==> src/rtl/bnn_neuron_driver.sv <==
// Feeds one binarized neuron: buffers an activation vector, streams it with the weight bank,
// collects the neuron's output bit per vector and emits 8 results as one packed byte.
module bnn_neuron_driver #(
    parameter int N_WORDS = 4
) (
    input  logic       clk,
    input  logic       rst_n,
    input  logic       wr_en,
    input  logic [3:0] wr_addr,
    input  logic [7:0] wr_data,
    input  logic [7:0] in_data,
    input  logic       in_valid,
    output logic       in_ready,
    output logic       n_clr,
    output logic [7:0] n_data,
    output logic [7:0] n_weight,
    input  logic       n_out,
    output logic [7:0] out_data,
    output logic       out_valid,
    input  logic       out_ready,
    output logic       busy,
    output logic [2:0] state_dbg
);

    localparam int IW = (N_WORDS > 1) ? $clog2(N_WORDS) : 1;
    localparam int DEPTH = 1 << IW;
    localparam logic [IW-1:0] LAST = IW'(N_WORDS - 1);
    localparam logic [4:0] NW = 5'(N_WORDS);

    typedef enum logic [2:0] {
        S_IDLE, S_LOAD, S_CLEAR, S_STREAM, S_WAIT, S_EMIT
    } state_t;

    state_t        state, state_nxt;
    logic [IW-1:0] cnt;
    logic          wait_cnt;
    logic [2:0]    k;
    logic [7:0]    result;
    logic [7:0]    in_buf [0:DEPTH-1];
    logic [7:0]    wbank  [0:DEPTH-1];
    logic          in_fire;

    // Handshake: a word moves on any cycle where valid and ready are both high at the clock edge.
    assign in_fire   = in_valid && in_ready;
    assign in_ready  = !rst_n && (state == S_IDLE || state == S_LOAD);
    assign out_valid = (state == S_EMIT);
    assign out_data  = result;
    assign busy      = (state != S_IDLE);
    assign n_clr     = rst_n || (state == S_CLEAR);
    assign state_dbg = state;

    // Idle pattern 0x00 against 0xFF makes every XNOR bit zero, so the neuron accumulates nothing.
    assign n_data   = (state == S_STREAM) ? in_buf[cnt] : 8'h00;
    assign n_weight = (state == S_STREAM) ? wbank[cnt]  : 8'hFF;

    always_ff @(posedge clk) begin
        if (rst_n) state <= S_IDLE;
        else       state <= state_nxt;
    end

    always_comb begin
        state_nxt = state;
        case (state)
            S_IDLE:   if (in_fire) state_nxt = (N_WORDS == 1) ? S_CLEAR : S_LOAD;
            S_LOAD:   if (in_fire && cnt == LAST) state_nxt = S_CLEAR;
            S_CLEAR:  state_nxt = S_STREAM;
            S_STREAM: if (cnt == LAST) state_nxt = S_WAIT;
            S_WAIT:   if (wait_cnt) state_nxt = (k == 3'd7) ? S_EMIT : S_IDLE;
            S_EMIT:   if (out_ready) state_nxt = S_IDLE;
            default:  state_nxt = S_IDLE;
        endcase
    end

    always_ff @(posedge clk) begin
        if (rst_n) begin
            cnt      <= '0;
            wait_cnt <= 1'b0;
            k        <= 3'd0;
            result   <= 8'h00;
            for (int i = 0; i < DEPTH; i++) begin
                in_buf[i] <= 8'h00;
                wbank[i]  <= 8'h00;
            end
        end else begin
            // Read side is combinational, so a same-cycle write streams the old weight.
            if (wr_en && ({1'b0, wr_addr} < NW))
                wbank[wr_addr[IW-1:0]] <= wr_data;
            case (state)
                S_IDLE: if (in_fire) begin
                    in_buf[0] <= in_data;
                    cnt       <= IW'(1);
                end
                S_LOAD: if (in_fire) begin
                    in_buf[cnt] <= in_data;
                    cnt         <= cnt + 1'b1;
                end
                S_CLEAR:  cnt <= '0;
                S_STREAM: cnt <= (cnt == LAST) ? '0 : cnt + 1'b1;
                S_WAIT: begin
                    // Second wait cycle covers the neuron's accumulate-then-register latency.
                    wait_cnt <= ~wait_cnt;
                    if (wait_cnt) begin
                        result[k] <= n_out;
                        k         <= k + 1'b1;
                    end
                end
                S_EMIT: if (out_ready) begin
                    k      <= 3'd0;
                    result <= 8'h00;
                end
                default: ;
            endcase
        end
    end

endmodule

==> config.mk <==
export PLATFORM = sky130hd
export DESIGN_NAME = bnn_neuron_driver
export DESIGN_NICKNAME = d
export VERILOG_FILES = /design/src/rtl/bnn_neuron_driver.sv
export SDC_FILE = /design/constraint.sdc
export NUM_CORES = 1
export LEC_CHECK = 0
export CAP_MARGIN = 40
export CORE_MARGIN = 2
export CORE_UTILIZATION = 45
export CTS_CLUSTER_SIZE = 24
export DETAILED_ROUTE_END_ITERATION = 8
export PLACE_DENSITY = 0.71
export REMOVE_ABC_BUFFERS = 1
export SLEW_MARGIN = 20
export SYNTH_ARGS = -nofsm -noshare
export SYNTH_HDL_FRONTEND = slang
export SYNTH_SLANG_ARGS = --single-unit
==> constraint.sdc <==
create_clock -name clk -period 2.1 [get_ports clk]
set_clock_uncertainty 0.05 [all_clocks]
set_input_delay 0.21 -clock clk [delete_from_list [all_inputs] [get_ports clk]]
set_output_delay 0.21 -clock clk [all_outputs]
set_load 0.005 [all_outputs]
==> flow_summary.html <==
<table>
<tr><th>Metric</th><th>Value</th></tr>
<tr><th colspan="2">Outcome</th></tr>
<tr><td>Result of the run</td><td>finished, final reports clean</td></tr>
<tr><th colspan="2">GRT</th></tr>
<tr><td>Global Route Usage Sum</td><td>0.185</td></tr>
<tr><td>Vias in the first global route</td><td>roughly 2,800</td></tr>
<tr><td>Global Route met1 Usage</td><td>0.227</td></tr>
<tr><td>Pin count of the biggest net entering global routing</td><td>17</td></tr>
<tr><td>Total gr overflow</td><td>0</td></tr>
<tr><td>Gr busiest metal</td><td>met2</td></tr>
<tr><td>Met3 GRT Util</td><td>0.0387</td></tr>
<tr><td>Antenna violations before repair</td><td>0</td></tr>
<tr><td>GRT met2 Usage</td><td>0.328</td></tr>
<tr><td>Wire length of the first global-routing pass</td><td>13.8 mm</td></tr>
<tr><th colspan="2">Power</th></tr>
<tr><td>Part of the total power dissipated in sequential elements</td><td>0.571</td></tr>
<tr><td>Leakage power total</td><td>1.91 nW</td></tr>
<tr><td>Power per cell area</td><td>about 640 nW/um2</td></tr>
<tr><td>Power share of the clock group</td><td>0.314</td></tr>
<tr><td>Fraction of power spent switching nets</td><td>0.239</td></tr>
<tr><td>VDD IR-drop max</td><td>0.339 mV</td></tr>
<tr><td>Fraction of power consumed by combinational cells</td><td>0.115</td></tr>
<tr><td>Internal power</td><td>2.51 mW</td></tr>
<tr><td>Switching component of the power</td><td>0.787 mW</td></tr>
<tr><th colspan="2">Placed design</th></tr>
<tr><td>Count of port buffers added during placement</td><td>56</td></tr>
<tr><td>RePlAce Congestion</td><td>~0.83</td></tr>
<tr><td>Cell Count Post-Placement</td><td>489</td></tr>
<tr><td>DP Wirelength</td><td>approximately 5.8 mm</td></tr>
<tr><td>Post-DP Area</td><td>4860 um2</td></tr>
<tr><th colspan="2">CTS</th></tr>
<tr><td>Clk slew on worst S/H paths</td><td>around 0.080 ns</td></tr>
<tr><td>Total clock buffers created by CTS</td><td>9</td></tr>
<tr><td>Clk buf depth</td><td>2</td></tr>
<tr><td>Clock insertion delay at the later pin of the skew report</td><td>~0.34 ns</td></tr>
<tr><td>Clock tree from TritonCTS</td><td>built</td></tr>
<tr><td>Clock Sink Count</td><td>83</td></tr>
<tr><td>Level count of the clock H-tree</td><td>3</td></tr>
<tr><td>Clk Tree Root Cell</td><td>sky130_fd_sc_hd__clkbuf_8</td></tr>
<tr><th colspan="2">Yosys</th></tr>
<tr><td>Yosys top cell by area</td><td>sky130_fd_sc_hd__edfxtp_1</td></tr>
<tr><td>Number of enable flip-flop cells after synthesis</td><td>64</td></tr>
<tr><td>Asr flop ratio synth</td><td>0</td></tr>
<tr><td>Count of warnings emitted by yosys</td><td>0</td></tr>
<tr><td>Area contributors post-synth</td><td>sky130_fd_sc_hd__edfxtp_1, sky130_fd_sc_hd__and2_1, sky130_fd_sc_hd__dfxtp_1</td></tr>
<tr><td>Most common cell in the netlist</td><td>sky130_fd_sc_hd__and2_1</td></tr>
<tr><td>Area share of the largest cell type after synthesis</td><td>0.481</td></tr>
<tr><td>Post-synthesis instance area</td><td>4000 um2</td></tr>
<tr><td>Most frequent cells after synthesis</td><td>sky130_fd_sc_hd__and2_1, sky130_fd_sc_hd__edfxtp_1, sky130_fd_sc_hd__dfxtp_1</td></tr>
<tr><td>Yosys reg bits</td><td>83</td></tr>
<tr><td>Commonest register cell after synthesis</td><td>sky130_fd_sc_hd__edfxtp_1</td></tr>
<tr><td>Distinct cell type count of the synthesized netlist</td><td>43</td></tr>
<tr><td>Gate count after technology mapping</td><td>315</td></tr>
<tr><td>Part of the Yosys area used for sequential elements</td><td>0.576</td></tr>
<tr><td>Syn_area_per_cell</td><td>12.7 um2</td></tr>
<tr><th colspan="2">Critical path</th></tr>
<tr><td>CP Max Fanout</td><td>7</td></tr>
<tr><td>Capture point of the worst reg-to-reg path</td><td>in_buf[2][7]</td></tr>
<tr><td>Arrival @ worst endpoint</td><td>1.83 ns</td></tr>
<tr><td>Peak per-stage delay on the critical path</td><td>just under 0.5 ns</td></tr>
<tr><td>CP Capture Type</td><td>output port</td></tr>
<tr><td>Reg-to-reg critical path startpoint</td><td>state_dbg[1]</td></tr>
<tr><td>Cells traversed along the worst timing path</td><td>buf_16 &gt; buf_4 &gt; mux4_2 &gt; and3_4 &gt; clkdlybuf4s15_2</td></tr>
<tr><td>Required time worst endpoint</td><td>1.84 ns</td></tr>
<tr><td>Number of cells traversed by the worst register-to-register path</td><td>5</td></tr>
<tr><td>Critical path class</td><td>flip-flop to output port</td></tr>
<tr><td>Max stage delay cell, worst path</td><td>sky130_fd_sc_hd__mux4_2</td></tr>
<tr><td>Slack of the worst reg-to-reg path</td><td>0.40 ns</td></tr>
<tr><td>Dominant delay contributor by cell family on the critical path</td><td>multiplexers</td></tr>
<tr><td>Startpoint class of the critical path</td><td>flip-flop</td></tr>
<tr><td>Number of buffer and inverter stages on the critical path</td><td>3</td></tr>
<tr><th colspan="2">Timing</th></tr>
<tr><td>Worst slew margin relative to its limit</td><td>0.722</td></tr>
<tr><td>Max-slew violation count</td><td>0</td></tr>
<tr><td>Finish-stage setup viols</td><td>0</td></tr>
<tr><td>Final-report hold violation count</td><td>0</td></tr>
<tr><td>Final sum of negative setup slack</td><td>0 ns</td></tr>
<tr><td>Unrepaired setup endpoints after global routing</td><td>yes</td></tr>
<tr><td>Transition time at the pin with the least slew margin</td><td>0.417 ns</td></tr>
<tr><td>Time the final worst path needs with I/O delays and setup</td><td>around 2.1 ns</td></tr>
<tr><td>Fraction of the cycle the final worst path needs</td><td>0.997</td></tr>
<tr><td>Top achievable clock speed</td><td>around 0.48 GHz</td></tr>
<tr><th colspan="2">Final layout</th></tr>
<tr><td>Sequential cell area</td><td>2310 um2</td></tr>
<tr><td>Number of fill cells</td><td>731</td></tr>
<tr><td>Net count reported at finish</td><td>436</td></tr>
<tr><td>Fraction of final layout cells sized beyond drive strength 1</td><td>0.272</td></tr>
<tr><td>Footprint of the multi-input gates</td><td>around 1600 um2</td></tr>
<tr><td>Final instance count without filler cells</td><td>520</td></tr>
<tr><td>Synth-to-layout area growth</td><td>29.4%</td></tr>
<tr><td>Count of inserted antenna diode cells</td><td>0</td></tr>
<tr><td>Post-Layout Inst Area</td><td>5170 um2</td></tr>
<tr><th colspan="2">Floorplanning</th></tr>
<tr><td>Die extent in y</td><td>98.2 um</td></tr>
<tr><td>Number of rows created at floorplan</td><td>34</td></tr>
<tr><td>Effective utilization at floorplan</td><td>0.460</td></tr>
<tr><td>Die width</td><td>98.2 um</td></tr>
<tr><td>Floorplan Core Area</td><td>8680 um2</td></tr>
<tr><td>Die outline area</td><td>9650 um2</td></tr>
<tr><td>Number of ports placed on the die boundary</td><td>57</td></tr>
<tr><th colspan="2">Worst hold path</th></tr>
<tr><td>Capture endpoint of the worst hold path</td><td>k[0]</td></tr>
<tr><td>Min-Delay Path Class</td><td>primary input to flip-flop</td></tr>
<tr><td>Hold Crit Depth</td><td>3</td></tr>
<tr><td>Hold path startpoint</td><td>rst_n</td></tr>
<tr><th colspan="2">Route</th></tr>
<tr><td>Routed wire per std cell</td><td>16.6 um</td></tr>
<tr><td>Total vias in the final route</td><td>about 2,800</td></tr>
<tr><td>Vias per Instance</td><td>5.29</td></tr>
<tr><td>Post-detailed-route count of antenna-violating nets</td><td>0</td></tr>
<tr><td>1st-pass router iterations</td><td>4</td></tr>
<tr><td>Total length of routed wires</td><td>8.62 mm</td></tr>
<tr><td>Starting DRT DRC Count</td><td>around 150</td></tr>
<tr><td>DRC violations left</td><td>0</td></tr>
<tr><th colspan="2">Run</th></tr>
<tr><td>MaxCap Viol Count</td><td>0</td></tr>
</table>
## worst max path at each step
| stage | from | end | depth (start not counted) |
|---|---|---|---|
| finish | flip-flop | n_data[6] | 5 |
| global route | flip-flop | n_weight[0] | 5 |
| CTS | flip-flop | n_weight[7] | 6 |
| detailed placement | rst_n | wbank[0][0] | 5 |
| global placement | rst_n | wbank[0][0] | 5 |
| floorplan | state_dbg[1] | in_buf[0][0] | 3 |
## layer usage
layer,vias to the layer above,part of all wire,wire length [um]
met5,-,0,0
met4,0,0.0073,63
met3,6,0.042,365
met2,56,0.53,4580
met1,1354,0.42,3610
li1,1335,-,-
## worst register-to-register path: cells and delay by family, from the launching register on
family          cells  cell delay, ns
flops               1            0.36
simple gates        2            0.35
compound gates      1            0.24
buf+inv             2            0.42
## power by group through the flow
stage,clock (mW),sequential (mW),combinational [mW]
global route,1.12,1.89,0.410
floorplan,0,1.92,0.138
global placement,0,1.91,0.320
CTS,1.05,1.88,0.375
finish,1.04,1.88,0.380
detailed placement,0,1.92,0.326
## cells in the final DEF (no fill, tap or decap), types with 4 or more instances in the layout
master	n
sky130_fd_sc_hd__a21oi_1	18
sky130_fd_sc_hd__and2_1	65
sky130_fd_sc_hd__and3_1	5
sky130_fd_sc_hd__and3_4	5
sky130_fd_sc_hd__buf_12	5
sky130_fd_sc_hd__buf_2	7
sky130_fd_sc_hd__buf_4	35
sky130_fd_sc_hd__clkbuf_2	6
sky130_fd_sc_hd__clkbuf_8	9
sky130_fd_sc_hd__clkdlybuf4s50_1	39
sky130_fd_sc_hd__dfxtp_1	16
sky130_fd_sc_hd__edfxtp_1	64
sky130_fd_sc_hd__mux4_2	16
sky130_fd_sc_hd__nand2_1	14
sky130_fd_sc_hd__nor2_1	8
sky130_fd_sc_hd__nor2b_1	4
sky130_fd_sc_hd__nor3_1	5
sky130_fd_sc_hd__o21ai_0	16
sky130_fd_sc_hd__or2_1	10
## cell families (layout without fill, tap and decap cells)
| family | after synthesis | count (layout) | synth area share |
|---|---|---|---|
| DFF | 83 | 83 | 0.576 |
| muxes | 17 | 17 | 0.0930 |
| xor gates and xnor gates | 1 | 1 | 0.00219 |
| and+or+nand+nor | 140 | 140 | 0.219 |
| buffers and inverters | 24 | 121 | 0.0316 |
| AOI/OAI and AO/OA | 47 | 47 | 0.0683 |
| adders and majority gates | 3 | 3 | 0.00939 |
## registers in the layout, summed over array words and instances, names as in the netlist, named ones only
| name | count |
|---|---|
| k | 3 |
| state_dbg | 3 |
| wait_cnt | 1 |
| wbank | 32 |
| in_buf | 32 |
| cnt | 2 |
| out_data | 8 |
## per-stage QoR
step / utilization / power (mW) / worst slack, ns / hold WS, ns
floorplan: - / 2.06 / -0.335 / 0.229
global placement: 0.560 / 2.23 / -0.0168 / 0.414
detailed placement: 0.560 / 2.24 / -0.0858 / 0.419
CTS: 0.593 / 3.31 / -0.0767 / 0.431
global route: 0.596 / 3.42 / -0.0465 / 0.370
finish: 0.596 / 3.30 / 0.00697 / 0.368
## repair_timing
action                     4_1_cts  5_1_grt
pin swaps                        5        8
gates resized for setup         54       19
buffers inserted                10        6
setup endpoints to repair       18       17
hold buffers                     0        0
gates cloned                     1        0
## cell type report
cell class / instances / area share
clock inverters: 7 / 0.00992
flip-flops and latches: 83 / 0.447
well taps: 108 / 0.0261
multi-input cells: 208 / 0.309
repair buffers: 101 / 0.181
clock buffers: 9 / 0.0240
inverters: 4 / 0.00290
Power figures use the tool's default switching activity.
